$ cat src/rtl/branch_history_table_ng.sv
// ---------------------------------------------------------------------------
// branch_history_table_ng
//   Local branch history table (one shift register per PC index) with a
//   global history register beside it. After reset or flush a hardware sweep
//   zeroes one entry per cycle; the table reports ready once the sweep ends.
//
// Optional feature macro: BHT_BYPASS_EN
//   When defined, a read of the entry being updated in the same cycle returns
//   the post-update history. When undefined, no forwarding path exists.
//
// Ports
//   clk          system clock (rising edge)
//   rst          asynchronous active-high reset
//   flush        restart the clear sweep, zero the GHR
//   ready        table valid (low while sweeping)
//   rd_index     fetch-side lookup index
//   rd_hist      history of entry rd_index (combinational)
//   upd_valid    resolved branch this cycle
//   upd_index    resolved branch index
//   upd_taken    resolved outcome (1 = taken)
//   upd_hist     pre-update history of entry upd_index (combinational)
//   spec_valid   speculative GHR shift from fetch
//   spec_taken   predicted direction
//   repair       mispredict repair of the GHR
//   repair_ghr   GHR snapshot from fetch of the mispredicted branch
//   repair_taken actual outcome of the mispredicted branch
//   ghr          current global history
// ---------------------------------------------------------------------------
module branch_history_table_ng #(
  parameter  int ENTRIES = 32,
  parameter  int HIST_W  = 5,
  localparam int IDX_W   = $clog2(ENTRIES)
) (
  input  logic              clk,
  input  logic              rst,
  input  logic              flush,
  output logic              ready,
  input  logic [IDX_W-1:0]  rd_index,
  output logic [HIST_W-1:0] rd_hist,
  input  logic              upd_valid,
  input  logic [IDX_W-1:0]  upd_index,
  input  logic              upd_taken,
  output logic [HIST_W-1:0] upd_hist,
  input  logic              spec_valid,
  input  logic              spec_taken,
  input  logic              repair,
  input  logic [HIST_W-1:0] repair_ghr,
  input  logic              repair_taken,
  output logic [HIST_W-1:0] ghr
);

  // state    | meaning
  // ST_CLEAR | sweeping: zero entry clr_ptr each cycle, updates ignored
  // ST_READY | table valid: updates, GHR shifts and repairs accepted
  typedef enum logic {ST_CLEAR, ST_READY} state_t;

  localparam logic [IDX_W:0]   ENTRIES_W = (IDX_W+1)'(ENTRIES);
  localparam logic [IDX_W-1:0] LAST_IDX  = IDX_W'(ENTRIES - 1);

  state_t             state_q;
  logic [IDX_W-1:0]   clr_ptr_q;
  logic               ready_q;
  logic [HIST_W-1:0]  ghr_q, ghr_d;
  logic [HIST_W-1:0]  data_q [ENTRIES];

  logic               rd_in_range, upd_in_range, upd_en;
  logic [HIST_W-1:0]  rd_old, upd_old, upd_next;

  // Widened compare so non-power-of-two tables reject indices >= ENTRIES.
  assign rd_in_range  = ({1'b0, rd_index}  < ENTRIES_W);
  assign upd_in_range = ({1'b0, upd_index} < ENTRIES_W);
  assign upd_en       = upd_valid && ready_q && upd_in_range;

  assign rd_old   = (ready_q && rd_in_range)  ? data_q[rd_index]  : '0;
  assign upd_old  = (ready_q && upd_in_range) ? data_q[upd_index] : '0;
  assign upd_next = {upd_old[HIST_W-2:0], upd_taken};

  assign upd_hist = upd_old;

`ifdef BHT_BYPASS_EN
  assign rd_hist = (upd_en && (rd_index == upd_index)) ? upd_next : rd_old;
`else
  assign rd_hist = rd_old;
`endif

  always_comb begin
    ghr_d = ghr_q;
    if (state_q == ST_READY) begin
      if (flush)
        ghr_d = '0;
      else if (repair)
        ghr_d = {repair_ghr[HIST_W-2:0], repair_taken};
      else if (spec_valid)
        ghr_d = {ghr_q[HIST_W-2:0], spec_taken};
    end
  end

  always_ff @(posedge clk or posedge rst) begin
    if (rst) begin
      state_q   <= ST_CLEAR;
      clr_ptr_q <= '0;
      ready_q   <= 1'b0;
      ghr_q     <= '0;
    end else begin
      ghr_q <= ghr_d;
      case (state_q)
        ST_CLEAR: begin
          if (flush) begin
            clr_ptr_q <= '0;
          end else if (clr_ptr_q == LAST_IDX) begin
            clr_ptr_q <= '0;
            state_q   <= ST_READY;
            ready_q   <= 1'b1;
          end else begin
            clr_ptr_q <= clr_ptr_q + 1'b1;
          end
        end
        ST_READY: begin
          if (flush) begin
            clr_ptr_q <= '0;
            state_q   <= ST_CLEAR;
            ready_q   <= 1'b0;
          end
        end
        default: begin
          state_q   <= ST_CLEAR;
          clr_ptr_q <= '0;
          ready_q   <= 1'b0;
        end
      endcase
    end
  end

  // Storage has no reset; the sweep is what zeroes it. clr_ptr_q never
  // exceeds ENTRIES-1, so the clear write is always in range.
  always_ff @(posedge clk) begin
    if (state_q == ST_CLEAR)
      data_q[clr_ptr_q] <= '0;
    else if (upd_en)
      data_q[upd_index] <= upd_next;
  end

  assign ready = ready_q;
  assign ghr   = ghr_q;

endmodule

$ cat config.mk
export PLATFORM = sky130hd
export DESIGN_NAME = branch_history_table_ng
export DESIGN_NICKNAME = d
export VERILOG_FILES = /design/src/rtl/branch_history_table_ng.sv
export SDC_FILE = /design/constraint.sdc
export NUM_CORES = 1
export LEC_CHECK = 0
export ABC_AREA = 1
export BUFFER_PORTS_ARGS = -buffer_cell sky130_fd_sc_hd__buf_2
export CORE_UTILIZATION = 58
export CTS_BUF_LIST = sky130_fd_sc_hd__clkbuf_8
export CTS_CLUSTER_DIAMETER = 50
export DETAILED_ROUTE_END_ITERATION = 6
export PLACE_DENSITY = 0.87
export SYNTH_ARGS = -nofsm -noshare
export SYNTH_HDL_FRONTEND = slang
export SYNTH_SLANG_ARGS = --single-unit
$ cat constraint.sdc
create_clock -name clk -period 1.9 [get_ports clk]
set_input_delay 0.095 -clock clk [delete_from_list [all_inputs] [get_ports clk]]
set_output_delay 0.095 -clock clk [all_outputs]
set_load 0.03 [all_outputs]
==> impl_results.md, run 1 <==
- HPWL after detailed placement: 15,900 µm
- # nets final: 1,157
- Max Slew Vio Count: 0
- Adder-cell share of the synthesized area: less than 1%
- Hold Path Class: input port to register
- Share of layout cells above drive strength 1: 21.5%
- Met1 GRT Util: between 40% and 50%
- Longest Clk Path Bufs: 2
- Routability Congestion: 0.988
- Die W: 126 µm
- Root Buffer: clkbuf_8
- Clock-pin slew on the worst setup and hold paths: 0.09 ns
- Clock sinks: around 170
- Clk Latency, worst-skew pair: 0.48 ns
- Post-DP Area: 9780 µm²
- Buffers on Ports: 38
- H-tree levels: 4
- Setup TNS: -0.484 ns
- # placed instances: approximately 1,300
- Core area: roughly 15,000 µm²
- CTS Buf Count: 17
- Setup ws final: -0.0562 ns
- Synth Flop Type: edfxtp_1
- Crit path required time: 2.10 ns
- Fraction of registers with async set/reset: 6.98%
- Crit path launch type: register
- VDD IR max: 0.661 mV
- DR iter-0 viols: 1,601
- Final hold violation count: 0
- CP Data Arrival Time: 2.15 ns
- Starting Density: 59.1%
- Largest net degree at the start of global routing: 46
- Drt total wl: 26,000 µm
- Power per cell area: around 730 nW/µm²
- Final Instance Count excl. Fillers: 1,333
- Part of the Yosys area used for sequential elements: 57.1%
- Simple-gate share of the synthesized area: 33.1%
- Final total power: 7.87 mW
- Compound-Gate Fraction of Synth Area: 4.20%
- Leak pwr: 4.47 nW
- Global route total overflow: 0
- Dominant cells by area after synthesis: edfxtp_1 54%, nand2_1 16%, nand3_1 13%, nor2_1 3.7%, dfrtp_1 3.4%
- Post-route cell area: 10,700 µm²
- Die area: 15,900 µm²
- Min Tclk post-route: 1.96 ns
- Syn Inst Count: between 1,000 and 1,500
- Xor-xnor portion of the synthesized cell area: 0.196%
- Routed len/inst: 19.5 µm
- Count of state elements after synthesis: between 150 and 200
- WS Path Type: register to register
- DRT Pass-1 Iters: 7
- Post-synth top cells: 388 x nand2_1, 224 x nand3_1, 160 x edfxtp_1
- Top-area cell type share of the netlist area: 53.7%
- CTS tree: done
- Crit. End Element: register
- # setup viols final: 24
- RSZ-0062 raised after global routing: true
- Slew @ Worst Pin: 0.480 ns
- Most common cell in the netlist: nand2_1
- Multiplexer area fraction after synthesis: 0%
- Area Overhead vs Synth: 19.9%
- Tcrit/Tclk final: 103%
- I/O Pins: 40
- Syn avg cell area: 8.53 µm²
- Vias per cell: 6.31
- Fin Clk Skew: 0.0110 ns
- Hold slack: between 0.06 and 0.07 ns
- Number of fill cells: 997
- Main combinational cell family by area after synthesis: simple AND/OR/NAND/NOR gates
- Synth warnings: 0
- Row count: 45
- Failing checks: DRC, setup timing
- Synth Cell Area: 8950 µm²
- M2 GR Usage: around 52%
- Vias in the first global route: between 7,000 and 8,000
- Outcome: finished with violations
- CP max FO: 9
- Relative slew slack: about two thirds
- Met3 Use GR: 5.73%
- First-pass GRT wire length: 39,300 µm
- DRC errors left: 11
- Antenna Violating Nets Remaining: 0
- Synth area leader: edfxtp_1
- GR peak layer: met2
- Initial antenna violation count: 1
- Total number of vias: 8,406
- Count of cell types in the netlist: 28
- Max Freq: between 500 and 600 MHz
- Number of synthesized flops with an enable pin: between 150 and 200
- Maxcap violations: 0
- Die H: 126 µm
- Syn_nets: 1,075
- GRT Overall Usage: 32.6%
==> final cells by class <==
cell class | count | area, µm² | area share, %
Antenna cell | 1 | 2.50 | 0.0233
Clock buffer | 17 | 234 | 2.18
Multi-Input combinational cell | 779 | 3730 | 34.8
Clock inverter | 15 | 185 | 1.73
Inverter | 33 | 126 | 1.18
Sequential cell | 172 | 5110 | 47.6
Tap cell | 188 | 235 | 2.19
Timing Repair Buffer | 128 | 1100 | 10.3
==> critical path, stage by stage, from the launching register on <==
cell	delay, ns
dfrtp_1	0.42
nand3_4	0.15
buf_4	0.18
nand2_1	0.11
o21ai_4	0.11
inv_2	0.08
nor2_1	0.12
nand2_1	0.16
nor2_1	0.17
buf_4	0.17
==> through the flow <==
step	worst slack (ns)	util (%)
3_5_place_dp	0.0309	64.6
5_1_grt	-0.116	70.8
6_report	-0.0562	70.8
3_3_place_gp	0.0912	64.6
4_1_cts	-0.0216	68.5
2_1_floorplan	0.0867	-
==> power breakdown <==
part | total [mW] | internal (mW) | switching, mW | leakage [nW]
Clock | 2.70 | 1.32 | 1.38 | 0.211
Combinational | 1.02 | 0.335 | 0.684 | 2.76
Sequential | 4.15 | 4.13 | 0.0252 | 1.50
==> final timing paths <==
check / startpoint / to / slack [ns] / cells past startpoint
worst max-delay path: state_q / data_q[27][2] / -0.06 / 9
worst min-delay path: repair / ghr[2] / 0.06 / 5
worst max register to register: state_q / data_q[27][2] / -0.06 / 9
worst min register to register: ghr[4] / ghr[4] / 0.56 / 2
max in group asynchronous: rst / ready / 1.38 / 3
min in group asynchronous: rst / ghr[2] / 0.17 / 3
==> sequential cells by signal (all words and copies together), names as in the netlist <==
signal     flops
state_q        1
ghr            5
ready          1
clr_ptr_q      5
data_q       160
==> placed cells by master (no fill, tap or decap), types with 3 or more instances in the layout <==
cell type	netlist	layout
o22ai_1	7	7
nand2_2	0	15
edfxtp_1	160	160
a21oi_2	1	3
inv_1	27	27
nand3_4	0	3
buf_2	39	28
bufinv_16	0	3
o211ai_1	3	3
inv_2	4	4
buf_12	0	13
clkinv_1	1	3
o21ai_0	36	18
nand2_1	388	373
dlygate4sd3_1	0	9
clkbuf_8	0	17
o21ai_2	1	11
nand3_1	224	187
a21oi_1	12	10
o21ai_1	7	14
buf_6	2	7
nor2_2	2	18
buf_4	8	71
nand3_2	3	37
inv_6	0	6
nor2_1	88	71
dfrtp_1	12	11
clkinv_4	0	4
==> routing by layer <==
metal  share of wire (%)  vias to the layer above  wire (µm)
met4                 5.1                        0       1320
met5                   0                        -          0
met2                  47                      706      12300
li1                    -                     3711          -
met3                  12                      133       3070
met1                  36                     3856       9310
==> what timing repair did <==
action / 4_1_cts / 5_1_grt
setup endpoints to repair: 10 / 158
pin swaps: 5 / 61
hold endpoints to repair: 18 / 0
buffers inserted: 2 / 6
hold buffers: 9 / 0
gates resized for setup: 25 / 95
==> cell families (layout without fill, tap and decap cells) <==
group                      after synthesis  in the layout
other                                    0              1
buffers and inverters                   98            193
AOI/OAI and AO/OA                       68             68
adders and majority gates                2              2
and+or+nand+nor                        707            707
xor gates and xnor gates                 2              2
DFF                                    172            172
(Power assumes the default switching activity.)
==> run 2: changes to the inputs <==
==> constraint.sdc (replaced) <==
create_clock -name clk -period 1.9 [get_ports clk]
set_input_delay 0.095 -clock clk [delete_from_list [all_inputs] [get_ports clk]]
set_output_delay 0.095 -clock clk [all_outputs]
set_load 0.01 [all_outputs]
==> run 2 against run 1 <==
The flow still finishes with violations (DRC, setup timing). Highest routed layer unchanged. Hold slack lost 0.020 ns. Flip-flop and latch count is the same. Critical path depth shrank 1.
==> impl_results.md, run 2 (synthesis results as in run 1) <==
- CP max FO: 6 (-3)
- Final Instance Count excl. Fillers: 1,325 (-0.60%)
- Most common library cell in the layout ignoring fill and taps: nand2_1
- Sequential fraction of design power: 55.2% (+2.5 points)
- Die W: 126 µm (unchanged)
- Int Power: 5.61 mW (-3.0%)
- Outcome: finished with violations
- DRT Pass-1 Iters: 7 (unchanged)
- Post-route cell area: 10,400 µm² (-3.2%)
- Vias per cell: 6.24 (-0.98%)
- Final hold violation count: 0 (unchanged)
- CP bufs+invs: 2 (-1)
- Antenna Violating Nets Remaining: 0 (unchanged)
- # placed instances: 1,280 (-0.47%)
- Global route total overflow: 0 (unchanged)
- Switching pwr: 1.91 mW (-8.6%)
- # nets final: 1,150 (-0.61%)
- Routability Congestion: 0.915 (-7.3%)
- Crit path launch type: register
- Share of layout cells above drive strength 1: 16.9% (-4.6 points)
- Dpl ws: -0.190 ns (-0.221 ns)
- I/O Pins: 40 (unchanged)
- # setup viols final: 5 (-79%)
- Max Freq: 523 MHz (+2.3%)
- Clock sinks: 172 (unchanged)
- Crit. End Element: register
- Setup ws final: -0.0116 ns (+0.0445 ns)
- Max Slew Vio Count: 0 (unchanged)
- Crit path required time: 2.09 ns (about the same)
- Tcrit/Tclk final: 101% (-2.3 points)
- GRT Overall Usage: 32.8% (+0.20 points)
- Die H: 126 µm (unchanged)
- Worst-path cell chain: nand3_2, nand2_1, o21ai_4, inv_2, nor2_2, nand2_1, nor2_1, buf_4
- Hold Path Class: input port to register
- Relative slew slack: 60.3% (-7.7 points)
- Switching share of total power: 25.4% (-1.1 points)
- DR iter-0 viols: 1,299 (-19%)
- Logic gate share of total power: 12.8% (about the same)
- HPWL after detailed placement: 16,200 µm (+1.4%)
- Row count: 45 (unchanged)
- H-tree levels: 4 (unchanged)
- Slew @ Worst Pin: 0.594 ns (+0.114 ns)
- RSZ-0062 raised after global routing: true
- Most frequent cells in the layout: 383 x nand2_1, 211 x nand3_1, 160 x edfxtp_1, 77 x nor2_1, 60 x buf_4
- Largest register FFs: 160 (unchanged)
- Reg area: 5110 µm² (about the same)
- First-pass GRT wire length: 39,500 µm (+0.35%)
- Number of fill cells: 1,065 (+6.8%)
- Root Buffer: clkbuf_8
- Vias in the first global route: 7,924 (+1.1%)
- WS Path Type: register to register
- Clock power share: 32.0% (-2.3 points)
- Multi-input logic area: 3550 µm² (-4.8%)
- Clk Latency, worst-skew pair: 0.48 ns (about the same)
- Crit path largest cell delay: 0.47 ns (+0.05 ns)
- Drt total wl: 25,600 µm (-1.5%)
- Largest Register: data_q
- DRC errors left: 1 (-10)
- VDD IR max: 0.455 mV (-31%)
- Clock-pin slew on the worst setup and hold paths: 0.09 ns (about the same)
- Top Family by Delay on Critical Path: simple AND/OR/NAND/NOR gates
- Area Overhead vs Synth: 16.0%
- CP dominant cell by count: nand2_1
- CTS tree: done
- Min Tclk post-route: 1.91 ns (-0.0445 ns)
- Initial antenna violation count: 0 (-1)
- Total number of vias: 8,274 (-1.6%)
- Maxcap violations: 0 (unchanged)
- Post-DP Area: 9740 µm² (-0.47%)
- Starting Density: 59.1% (unchanged)
- CTS Buf Count: 17 (unchanged)
- Slowest cell on crit path: dfrtp_2
- Fin Clk Skew: 0.0171 ns (+0.00616 ns)
- Power per cell area: 724 nW/µm² (-1.3%)
- Die area: 15,900 µm² (unchanged)
- Leak pwr: 4.37 nW (-2.3%)
- CP Data Arrival Time: 2.10 ns (-0.05 ns)
- Longest Clk Path Bufs: 2 (unchanged)
- Largest net degree at the start of global routing: 62 (+35%)
- Failing checks: DRC, setup timing
- Buffers on Ports: 38 (unchanged)
- Inserted Diodes: 0 (-1)
- Routed len/inst: 19.3 µm (-0.88%)
- Core area: 15,100 µm² (unchanged)
## run 2: changes by cell type in the layout (fill, tap and decap cells not counted), moves of 6 or more
cell | before | now
inv_6 | 6 | 0
nand3_2 | 37 | 13
o21ai_0 | 18 | 29
nand2_1 | 373 | 383
nor2_2 | 18 | 12
buf_6 | 7 | 1
nand2_2 | 15 | 5
nand3_1 | 187 | 211
buf_4 | 71 | 60
clkinv_2 | 0 | 6
nor2_1 | 71 | 77
buf_2 | 28 | 38
## run 2: worst paths after layout
| path | from | end | slack, ns | cells past startpoint |
|---|---|---|---|---|
| max | state_q | data_q[5][2] | -0.01 | 8 |
| min | flush | clr_ptr_q[1] | 0.04 | 4 |
| max reg2reg | state_q | data_q[5][2] | -0.01 | 8 |
| min reg2reg | ghr[4] | ghr[4] | 0.56 | 2 |
| max in group asynchronous | rst | ready | 1.40 | 3 |
| min in group asynchronous | rst | ghr[0] | 0.16 | 3 |
## run 2: what timing repair did
| item | 4_1_cts | 5_1_grt |
|---|---|---|
| gates resized for setup | 19 | 28 |
| hold buffers | 8 | 0 |
| gates cloned | 0 | 1 |
| endpoints found under the setup margin | 195 | 168 |
| buffers inserted | 0 | 5 |
| endpoints found under the hold margin | 17 | 0 |
| pin swaps | 2 | 22 |
## run 2: layer usage
metal	wire length (µm)	GRT usage [%]	vias up
met1	8810	40.8	3798
met5	0	0	-
met2	12100	52.6	649
met3	3290	6.88	132
li1	-	-	3695
met4	1330	20.9	0
## run 2: tightest hold or removal path, cell delays in order
cell,delay (ns)
buf_2,0.16
nor2_1,0.10
nand2_1,0.06
o21ai_0,0.07
## run 2: cell type report
| cell class | instances | share of cell area, % |
|---|---|---|
| sequential | 172 | 49.2 |
| multi-input combinational | 780 | 34.2 |
| timing repair buffer | 120 | 9.56 |
| clock buffer | 18 | 2.39 |
| tap | 188 | 2.27 |
| inverter | 33 | 1.22 |
| clock inverter | 14 | 1.13 |
## run 2: stage by stage
| step | hold WS (ns) | utilization [%] | TNS [ns] | total power [mW] |
|---|---|---|---|---|
| after CTS | 0.00577 | 67.7 | 0 | 7.47 |
| after global placement | 0.122 | 64.3 | -3.27 | 5.08 |
| after floorplan | -0.0403 | - | 0 | 4.80 |
| after detailed placement | 0.125 | 64.3 | -21.55 | 5.11 |
| final | 0.0409 | 68.5 | -0.0432 | 7.51 |
| after global routing | 0.0762 | 68.5 | -0.462 | 7.74 |
## run 2: power groups by stage
| stage | Combinational, mW | Clock (mW) | Sequential (mW) |
|---|---|---|---|
| 2_1_floorplan | 0.566 | 0 | 4.23 |
| 3_3_place_gp | 0.848 | 0 | 4.23 |
| 3_5_place_dp | 0.877 | 0 | 4.23 |
| 4_1_cts | 0.909 | 2.42 | 4.15 |
| 5_1_grt | 1.03 | 2.55 | 4.15 |
| 6_report | 0.964 | 2.40 | 4.15 |
